### config.mk
export PLATFORM = sky130hd
export DESIGN_NAME = dp_cmd_fifo
export DESIGN_NICKNAME = d
export VERILOG_FILES = /design/src/rtl/dp_cmd_fifo_pkg.sv /design/src/rtl/dp_cmd_fifo_mem.sv /design/src/rtl/dp_cmd_fifo.sv
export SDC_FILE = /design/constraint.sdc
export NUM_CORES = 1
export LEC_CHECK = 0
export CORE_ASPECT_RATIO = 0.75
export CORE_MARGIN = 2
export CORE_UTILIZATION = 45
export DETAILED_ROUTE_END_ITERATION = 7
export GPL_ROUTABILITY_DRIVEN = 0
export PLACE_DENSITY = 0.7
export RECOVER_POWER = 100
export SLEW_MARGIN = 20
export SYNTH_ARGS = -nofsm -noshare
export SYNTH_HDL_FRONTEND = slang
export SYNTH_HIERARCHICAL = 1
export SYNTH_SLANG_ARGS = --single-unit
### constraint.sdc
create_clock -name clk -period 5.1 [get_ports clk]
set_clock_uncertainty 0.1 [all_clocks]
set_input_delay 0.51 -clock clk [delete_from_list [all_inputs] [get_ports clk]]
set_output_delay 0.51 -clock clk [all_outputs]
set_load 0.01 [all_outputs]
### src/rtl/dp_cmd_fifo_pkg.sv
`default_nettype none
//==============================================================================
// Module      : dp_cmd_fifo_pkg
// Description : Shared types and constants for the decoder command queue.
//               Defines the command packet width, the presented-packet
//               structure {valid, packet} and the 2-bit opcode encodings
//               carried in the packet MSBs.
// Revision    : 1.0 - initial release
//==============================================================================
`ifndef PACKET_SIZE
`define PACKET_SIZE 10
`endif

package dp_cmd_fifo_pkg;

    localparam int C_PKT_W = `PACKET_SIZE;

    // Packet as presented to the decoder: valid flag above the payload.
    typedef struct packed {
        logic               valid;
        logic [C_PKT_W-1:0] packet;
    } com_packet;

    // Opcode occupies the two MSBs of the payload.
    localparam logic [1:0] OP_TASK   = 2'b00;
    localparam logic [1:0] OP_REPLAY = 2'b01;
    localparam logic [1:0] OP_NUMFV  = 2'b10;
    localparam logic [1:0] OP_WBOUND = 2'b11;

    function automatic logic [1:0] pkt_opcode(input logic [C_PKT_W-1:0] pkt);
        return pkt[C_PKT_W-1 -: 2];
    endfunction

endpackage

`default_nettype wire

### src/rtl/dp_cmd_fifo_mem.sv
`default_nettype none
//==============================================================================
// Module      : cmd_fifo_mem
// Description : DEPTH x WIDTH register array with one synchronous write port
//               and one asynchronous read port.
// Ports       : clk        - clock
//               i_wr_en    - write enable
//               i_wr_addr  - write address
//               i_wr_data  - write data
//               i_rd_addr  - read address
//               o_rd_data  - read data (combinational from i_rd_addr)
// Revision    : 1.0 - initial release
//==============================================================================
module cmd_fifo_mem #(
    parameter int DEPTH = 16,
    parameter int WIDTH = 10
) (
    input  logic                     clk,
    input  logic                     i_wr_en,
    input  logic [$clog2(DEPTH)-1:0] i_wr_addr,
    input  logic [WIDTH-1:0]         i_wr_data,
    input  logic [$clog2(DEPTH)-1:0] i_rd_addr,
    output logic [WIDTH-1:0]         o_rd_data
);

    logic [WIDTH-1:0] r_mem [DEPTH];

    // Storage is not reset; pointer logic guarantees no stale entry is read.
    always_ff @(posedge clk) begin
        if (i_wr_en) begin
            r_mem[i_wr_addr] <= i_wr_data;
        end
    end

    assign o_rd_data = r_mem[i_rd_addr];

endmodule

`default_nettype wire

### src/rtl/dp_cmd_fifo.sv
`default_nettype none
//==============================================================================
// Module      : dp_cmd_fifo
// Description : Command queue feeding the decoder. Buffers loader packets in
//               a circular buffer and presents them one per cycle through a
//               registered {valid, packet} output, honouring fifo_stall so
//               every packet is delivered exactly once. Reports occupancy and
//               a peak-occupancy watermark.
// Ports       : clk          - clock
//               reset        - synchronous active-high reset
//               wr_valid     - loader offers wr_packet
//               wr_packet    - command packet from loader
//               wr_ready     - not full; write accepted on wr_valid&&wr_ready
//               fifo_stall   - decoder stall, same-cycle
//               flush        - drop stored and presented packets
//               com2DPpacket - registered {valid, packet} to decoder
//               empty        - storage empty (output register excluded)
//               occupancy    - stored entry count 0..DEPTH
//               peak_occ     - max occupancy since reset/flush
// Revision    : 1.0 - initial release
//==============================================================================
`ifndef PACKET_SIZE
`define PACKET_SIZE 10
`endif

module dp_cmd_fifo
    import dp_cmd_fifo_pkg::*;
#(
    parameter int DEPTH = 16,
    parameter int PKT_W = `PACKET_SIZE
) (
    input  logic                     clk,
    input  logic                     reset,
    input  logic                     wr_valid,
    input  logic [PKT_W-1:0]         wr_packet,
    output logic                     wr_ready,
    input  logic                     fifo_stall,
    input  logic                     flush,
    output com_packet                com2DPpacket,
    output logic                     empty,
    output logic [$clog2(DEPTH):0]   occupancy,
    output logic [$clog2(DEPTH):0]   peak_occ
);

    localparam int C_AW = $clog2(DEPTH);

    // Pointers carry an extra wrap bit to distinguish full from empty.
    logic [C_AW:0]      r_wr_ptr;
    logic [C_AW:0]      r_rd_ptr;
    logic [C_AW:0]      r_peak;
    com_packet          r_out;

    logic               w_full;
    logic               w_empty;
    logic               w_wr;
    logic               w_pop;
    logic [C_AW:0]      w_wr_ptr_nxt;
    logic [C_AW:0]      w_rd_ptr_nxt;
    logic [C_AW:0]      w_occ_nxt;
    logic [PKT_W-1:0]   w_rd_data;

    assign w_full  = (r_wr_ptr[C_AW] != r_rd_ptr[C_AW]) &&
                     (r_wr_ptr[C_AW-1:0] == r_rd_ptr[C_AW-1:0]);
    assign w_empty = (r_wr_ptr == r_rd_ptr);

    // Full comes straight from the registered pointers, so a pop in the
    // full cycle frees space only for the following cycle's write.
    assign w_wr  = wr_valid && !w_full && !flush;
    assign w_pop = !fifo_stall && !w_empty && !flush;

    assign w_wr_ptr_nxt = r_wr_ptr + {{C_AW{1'b0}}, w_wr};
    assign w_rd_ptr_nxt = r_rd_ptr + {{C_AW{1'b0}}, w_pop};
    assign w_occ_nxt    = w_wr_ptr_nxt - w_rd_ptr_nxt;

    cmd_fifo_mem #(
        .DEPTH (DEPTH),
        .WIDTH (PKT_W)
    ) u_mem (
        .clk       (clk),
        .i_wr_en   (w_wr),
        .i_wr_addr (r_wr_ptr[C_AW-1:0]),
        .i_wr_data (wr_packet),
        .i_rd_addr (r_rd_ptr[C_AW-1:0]),
        .o_rd_data (w_rd_data)
    );

    always_ff @(posedge clk) begin
        if (reset) begin
            r_wr_ptr <= '0;
            r_rd_ptr <= '0;
            r_peak   <= '0;
            r_out    <= '0;
        end else if (flush) begin
            // Payload field holds; only valid is dropped.
            r_wr_ptr     <= '0;
            r_rd_ptr     <= '0;
            r_peak       <= '0;
            r_out.valid  <= 1'b0;
        end else begin
            r_wr_ptr <= w_wr_ptr_nxt;
            r_rd_ptr <= w_rd_ptr_nxt;
            if (w_occ_nxt > r_peak) begin
                r_peak <= w_occ_nxt;
            end
            if (w_pop) begin
                r_out.valid  <= 1'b1;
                r_out.packet <= w_rd_data;
            end else begin
                r_out.valid  <= 1'b0;
            end
        end
    end

    assign wr_ready     = !w_full;
    assign empty        = w_empty;
    assign occupancy    = r_wr_ptr - r_rd_ptr;
    assign peak_occ     = r_peak;
    assign com2DPpacket = r_out;

endmodule

`default_nettype wire

# Word-level counts from Yosys, hierarchy flattened

Memory sizes are Yosys's and may differ from the RTL's. A register that Yosys moved wholly into a read port is not among the register bits.
Cells that the tools add are included.

Eq/ne operators: 3
$lt $le $gt $ge: 1
Bitwise logic cells: 1
Add/subtract/negate cells: 4
Mux-type cells: 3
Reduce and logical (&&, ||, !) cells: 11

Operator list:

| kind              | number |
|---|---|
| $add 5x1->5       | 2 |
| $sub 5x5->5       | 2 |
| $eq 5x5->1        | 1 |
| $gt 5x5->1        | 1 |
| $logic_and 1x1->1 | 5 |
| $eq 4x4->1        | 1 |
| $logic_not 1->1   | 4 |
| $mux 1            | 3 |
| $reduce_and 2->1  | 1 |
| $reduce_or 2->1   | 1 |
| $ne 1x1->1        | 1 |
| $not 1->1         | 1 |

Output and inout bits: 23
Word-level logic and storage cells: 28
Memories kept: 1
Memory bits (writable): 160
Input port bits: 15
Flip-flop bits (word level): 16

Memory list:

| name        | depth | width | read ports | clocked after Yosys merged registers in | write ports | line                  | text |
|---|---|---|---|---|---|---|---|
| u_mem.r_mem | 16    | 10    | 1          | 1                                       | 1           | dp_cmd_fifo_mem.sv:26 | `logic [WIDTH-1:0] r_mem [DEPTH];` |

# Depth between registers and ports, before layout

Depth in word-level cells: 8
Mapped depth: 22
Mapped depth without buffers: 20

# Cells and area by module

The synthesis kept the hierarchy.

Modules (own cells, without submodules):

| module       | seq. area each (µm²) | instances | cells each | area an instance (µm²) |
|---|---|---|---|---|
| cmd_fifo_mem | 4804.6               | 1         | 269        | 6153.4 |
| dp_cmd_fifo  | 520.5                | 1         | 150        | 1438.9 |

# Worst setup path before layout

Ideal clock, no wire load.

Path type: register -> register
Start point: reg r_rd_ptr[2]
End point: reg r_peak[1], in the netlist peak_occ[1]
Cell stages (with the launch flop): 22
Data required time: 4.872 ns
Setup slack: 0.697 ns
Arrival time: 4.175 ns
Buffers on the path: 2
Library setup time: 0.128 ns
Period minus slack after synthesis: 4.403 ns
Cell sequence: dfxtp_1 > inv_1 > ha_1 > nand4_1 > nor2_2 > or3_1 > buf_6 > buf_12 > inv_2 > ha_1 > ha_1 > inv_1 > fa_1 > a21o_1 > a21oi_1 > xor3_1 > ha_1 > nand2_1 > o22ai_1 > a21oi_1 > mux2i_1 > nor2_1

Elaborated cells between the ends (all ways): 13
Classes of those cells: 3 x add/sub; 1 x order compare; 2 x eq/ne; 7 x reduce/logical

RTL lines:

| element                         | line               | text |
|---|---|---|
| from (decl)                     | dp_cmd_fifo.sv:49  | `logic [C_AW:0] r_rd_ptr;` |
| from (signal assigned)          | dp_cmd_fifo.sv:101 | `r_rd_ptr <= w_rd_ptr_nxt;` |
| $eq 5x5->1                      | dp_cmd_fifo.sv:64  | `assign w_empty = (r_wr_ptr == r_rd_ptr);` |
| named net empty                 | dp_cmd_fifo.sv:40  | `output logic empty,` |
| $logic_not 1->1                 | dp_cmd_fifo.sv:69  | `assign w_pop = !fifo_stall && !w_empty && !flush;` |
| $logic_and 1x1->1 (2 in series) | dp_cmd_fifo.sv:69  |  |
| named net w_pop                 | dp_cmd_fifo.sv:56  | `logic w_pop;` |
| $add 5x1->5                     | dp_cmd_fifo.sv:72  | `assign w_rd_ptr_nxt = r_rd_ptr + {{C_AW{1'b0}}, w_pop};` |
| named net w_rd_ptr_nxt[1]       | dp_cmd_fifo.sv:58  | `logic [C_AW:0] w_rd_ptr_nxt;` |
| $sub 5x5->5                     | dp_cmd_fifo.sv:73  | `assign w_occ_nxt = w_wr_ptr_nxt - w_rd_ptr_nxt;` |
| named net w_occ_nxt[4]          | dp_cmd_fifo.sv:59  | `logic [C_AW:0] w_occ_nxt;` |
| $gt 5x5->1                      | dp_cmd_fifo.sv:102 | `if (w_occ_nxt > r_peak) begin` |
| to (signal assigned)            | dp_cmd_fifo.sv:103 | `r_peak <= w_occ_nxt;` |
| to (decl)                       | dp_cmd_fifo.sv:50  | `logic [C_AW:0] r_peak;` |

The timed path passes the listed nets, and every way through them passes these cells.
A chain may end at the register's enable or synchronous reset.

# Worst setup path after layout

Start point: reg r_rd_ptr[2]
End point: reg r_peak[2], in the netlist peak_occ[2]

Cells in the longest elaborated chain, start to end: 8
Elaborated cells between the ends (all ways): 13
Classes of those cells: 3 x add/sub; 1 x order compare; 2 x eq/ne; 7 x reduce/logical

RTL lines:

| element                         | line               | text |
|---|---|---|
| $eq 4x4->1                      | dp_cmd_fifo.sv:63  | `(r_wr_ptr[C_AW-1:0] == r_rd_ptr[C_AW-1:0]);` |
| $logic_and 1x1->1               | dp_cmd_fifo.sv:62  | `assign w_full = (r_wr_ptr[C_AW] != r_rd_ptr[C_AW]) &&` |
| $logic_not 1->1                 | dp_cmd_fifo.sv:68  | `assign w_wr = wr_valid && !w_full && !flush;` |
| $logic_and 1x1->1 (2 in series) | dp_cmd_fifo.sv:68  |  |
| named net w_wr                  | dp_cmd_fifo.sv:55  | `logic w_wr;` |
| $add 5x1->5                     | dp_cmd_fifo.sv:71  | `assign w_wr_ptr_nxt = r_wr_ptr + {{C_AW{1'b0}}, w_wr};` |
| named net w_wr_ptr_nxt[1]       | dp_cmd_fifo.sv:57  | `logic [C_AW:0] w_wr_ptr_nxt;` |
| $sub 5x5->5                     | dp_cmd_fifo.sv:73  |  |
| named net w_occ_nxt[4]          | dp_cmd_fifo.sv:59  |  |
| $gt 5x5->1                      | dp_cmd_fifo.sv:102 |  |

The timed path passes the listed nets, and every way through them passes these cells.

==> metrics <==
Slew HR=0.196; fraction of registers with async set or reset after synthesis=0; synth top area cells=edfxtp_1, mux4_2, dfxtp_1; Crit Path Class=reg2reg; CTS Buf Count=17; die width=154 um; crit start category=flop; drt pass-1 iters=5; Mean Syn Cell Area=between 15 and 20 um^2; vias in the first global route=3868; Flop pwr share=0.546; layout cells sized above 1=0.132; post-synthesis sequential area ratio=0.701; Setup Viol. Count Final=0; max cap viols=0; HP Class=reg2reg; Tcrit/Tclk final=0.934; switching pwr=about 650 uW; FMAX=210 MHz; via count=4005; PortBufs=37; clk_lat worst skew=0.43 ns; post-layout util=0.523; final net count=500; switching part of the total=0.215; synth cell count leaders=edfxtp_1, nor2_1, mux4_2; WL per Instance=around 22 um; initial DRC count=361; fin. max-slew vios=0; Setup TNS Final=0 ns; global-route wire length before repair=23000 um; Final Power=3040 uW; number of synthesized flops with an enable pin=160; ANT cells=0; max incr delay on CP=0.52 ns; hold slack=0.403 ns; synth unique cells=41; vias per inst=5.77; GR Util All Layers=0.178; Post-CTS Setup Inserts=0; minimum clock period=4.76 ns; post-synth top area share=0.633; Mapped Nets=between 400 and 500; Max clock buf depth=2; area leader, netlist=edfxtp_1; crit-path cells=inv_1, ha_1, nand4_1, nand2b_1, and3b_1, ha_1, ha_1, fa_1, a21o_1, a21oi_1, xor3_1, ha_1, nand2_1, o22ai_1, a21oi_1, mux2i_1, nor2_1; Clock Root Buffer=clkbuf_16; Max FO, Critical Path=8; Final ANT Viol Nets=0; critical path endpoint category=flop; Slowest-stage cell, CP=a21oi_1; final WL=~15000 um; largest net degree at the start of global routing=44; PostCTS Resize Cnt=0; Gate power share=0.031; peak supply drop=0.228 mV; clock slew at reported path FFs=0.07 ns; Overflow after GRT=0; die height=116 um; cell-internal power=2390 uW; Residual DRC=0; H-tree Lvls=4; Final HPWL DP=about 9500 um; yosys synthesis warning count=6; number of hold violations in the final report=0; static leakage=0.00296 uW; outcome=completed; Ports=38; most used cell along the critical path=ha_1; initial antenna violation count=0; crit path DAT=4.97 ns; Sink Count=186; RSZ-0062 raised after global routing=false; Layout area overhead=14.9%; CTS tree=built; delay-heaviest family, CP=adder cells; hold_buf cts=0; worst path required time=5.31 ns; Rows=41; DIE AREA=0.0179 mm^2; post-synthesis cell area=0.00759 mm^2; Least-Margin Pin Slew=1.20 ns; initial cell density of the core=0.455; top_reg_cell synth=edfxtp_1; Clock Power Share=0.423; cell with the most instances after synthesis=edfxtp_1; Yosys reg bits=186; worst path bufs/invs=1; P per Cell Area=between 300 and 400 mW/mm^2; cell count after synthesis=419; Core Area=0.0167 mm^2
## state kept, by name, indices dropped and copies added, names as in the netlist
register	flops
peak_occ	5
com2DPpacket	11
r_wr_ptr	5
r_rd_ptr	5
u_mem/r_mem	160
## worst reg2reg max path, stage by stage (launching register included)
cell and delay, ns:
dfxtp_1 0.46, inv_1 0.08, ha_1 0.36, nand4_1 0.13, nand2b_1 0.18, and3b_1 0.24
ha_1 0.23, ha_1 0.34, fa_1 0.48, a21o_1 0.18, a21oi_1 0.14, xor3_1 0.45
ha_1 0.31, nand2_1 0.08, o22ai_1 0.06, a21oi_1 0.52, mux2i_1 0.26, nor2_1 0.06
## layer usage
metal	global-route usage	up-vias	share of wire
met3	0.0460	14	0.070
met4	0.0536	0	0.011
met5	0	-	0
li1	-	1741	-
met2	0.272	161	0.45
met1	0.257	2089	0.47
## per-stage QoR
| stage | area, um^2 | worst slack (ns) | std cells |
|---|---|---|---|
| after CTS | 8750 | 0.343 | 694 |
| after detailed placement | 8170 | 0.344 | 662 |
| final | 8730 | 0.337 | 694 |
| after global placement | 8170 | 0.604 | 662 |
| after floorplan | 7590 | 0.697 | 419 |
| after global routing | 8730 | 0.0349 | 694 |
## placed cells by master, fill, tap and decap left out, types with 13 or more instances in the layout
| cell | count |
|---|---|
| edfxtp_1 | 160 |
| nor2_1 | 37 |
| inv_1 | 16 |
| dfxtp_1 | 25 |
| mux4_2 | 28 |
| ha_1 | 17 |
| dlygate4sd3_1 | 32 |
| mux2i_1 | 13 |
| clkbuf_16 | 17 |
| a22oi_1 | 20 |
## worst paths after layout
kind	depth (start not counted)	slack, ns	startpoint	to
worst max-delay path	17	0.34	r_rd_ptr[2]	peak_occ[2]
worst min register to register	2	0.40	com2DPpacket[7]	com2DPpacket[7]
worst max register to register	17	0.34	r_rd_ptr[2]	peak_occ[2]
worst min-delay path	2	0.40	com2DPpacket[7]	com2DPpacket[7]
## final cells by class
type	instances	area, um^2
inverter	17	63.8
clock inverter	15	160
timing repair buffer	44	402
clock buffer	17	425
tap	215	269
sequential	186	5330
fill	1313	7950
multi-input combinational	200	2080
## power by group through the flow
stage                     clock network, uW  registers, uW  logic [uW]
final                                  1290           1660        92.9
after global routing                   1370           1660         102
after CTS                              1310           1660        95.9
after detailed placement                  0           1690        95.6
after global placement                    0           1690        90.7
after floorplan                           0           1690        45.7
## cells by family after synthesis
kind of cell / share of synthesized area
adder cells (fa/ha/maj): 0.0333
AO/OA/AOI/OAI: 0.0315
flip-flops: 0.701
XOR/XNOR: 0.0168
AND/OR/NAND/NOR: 0.0509
multiplexers: 0.142
buffers and inverters: 0.0244
Power figures use the tool's default switching activity.
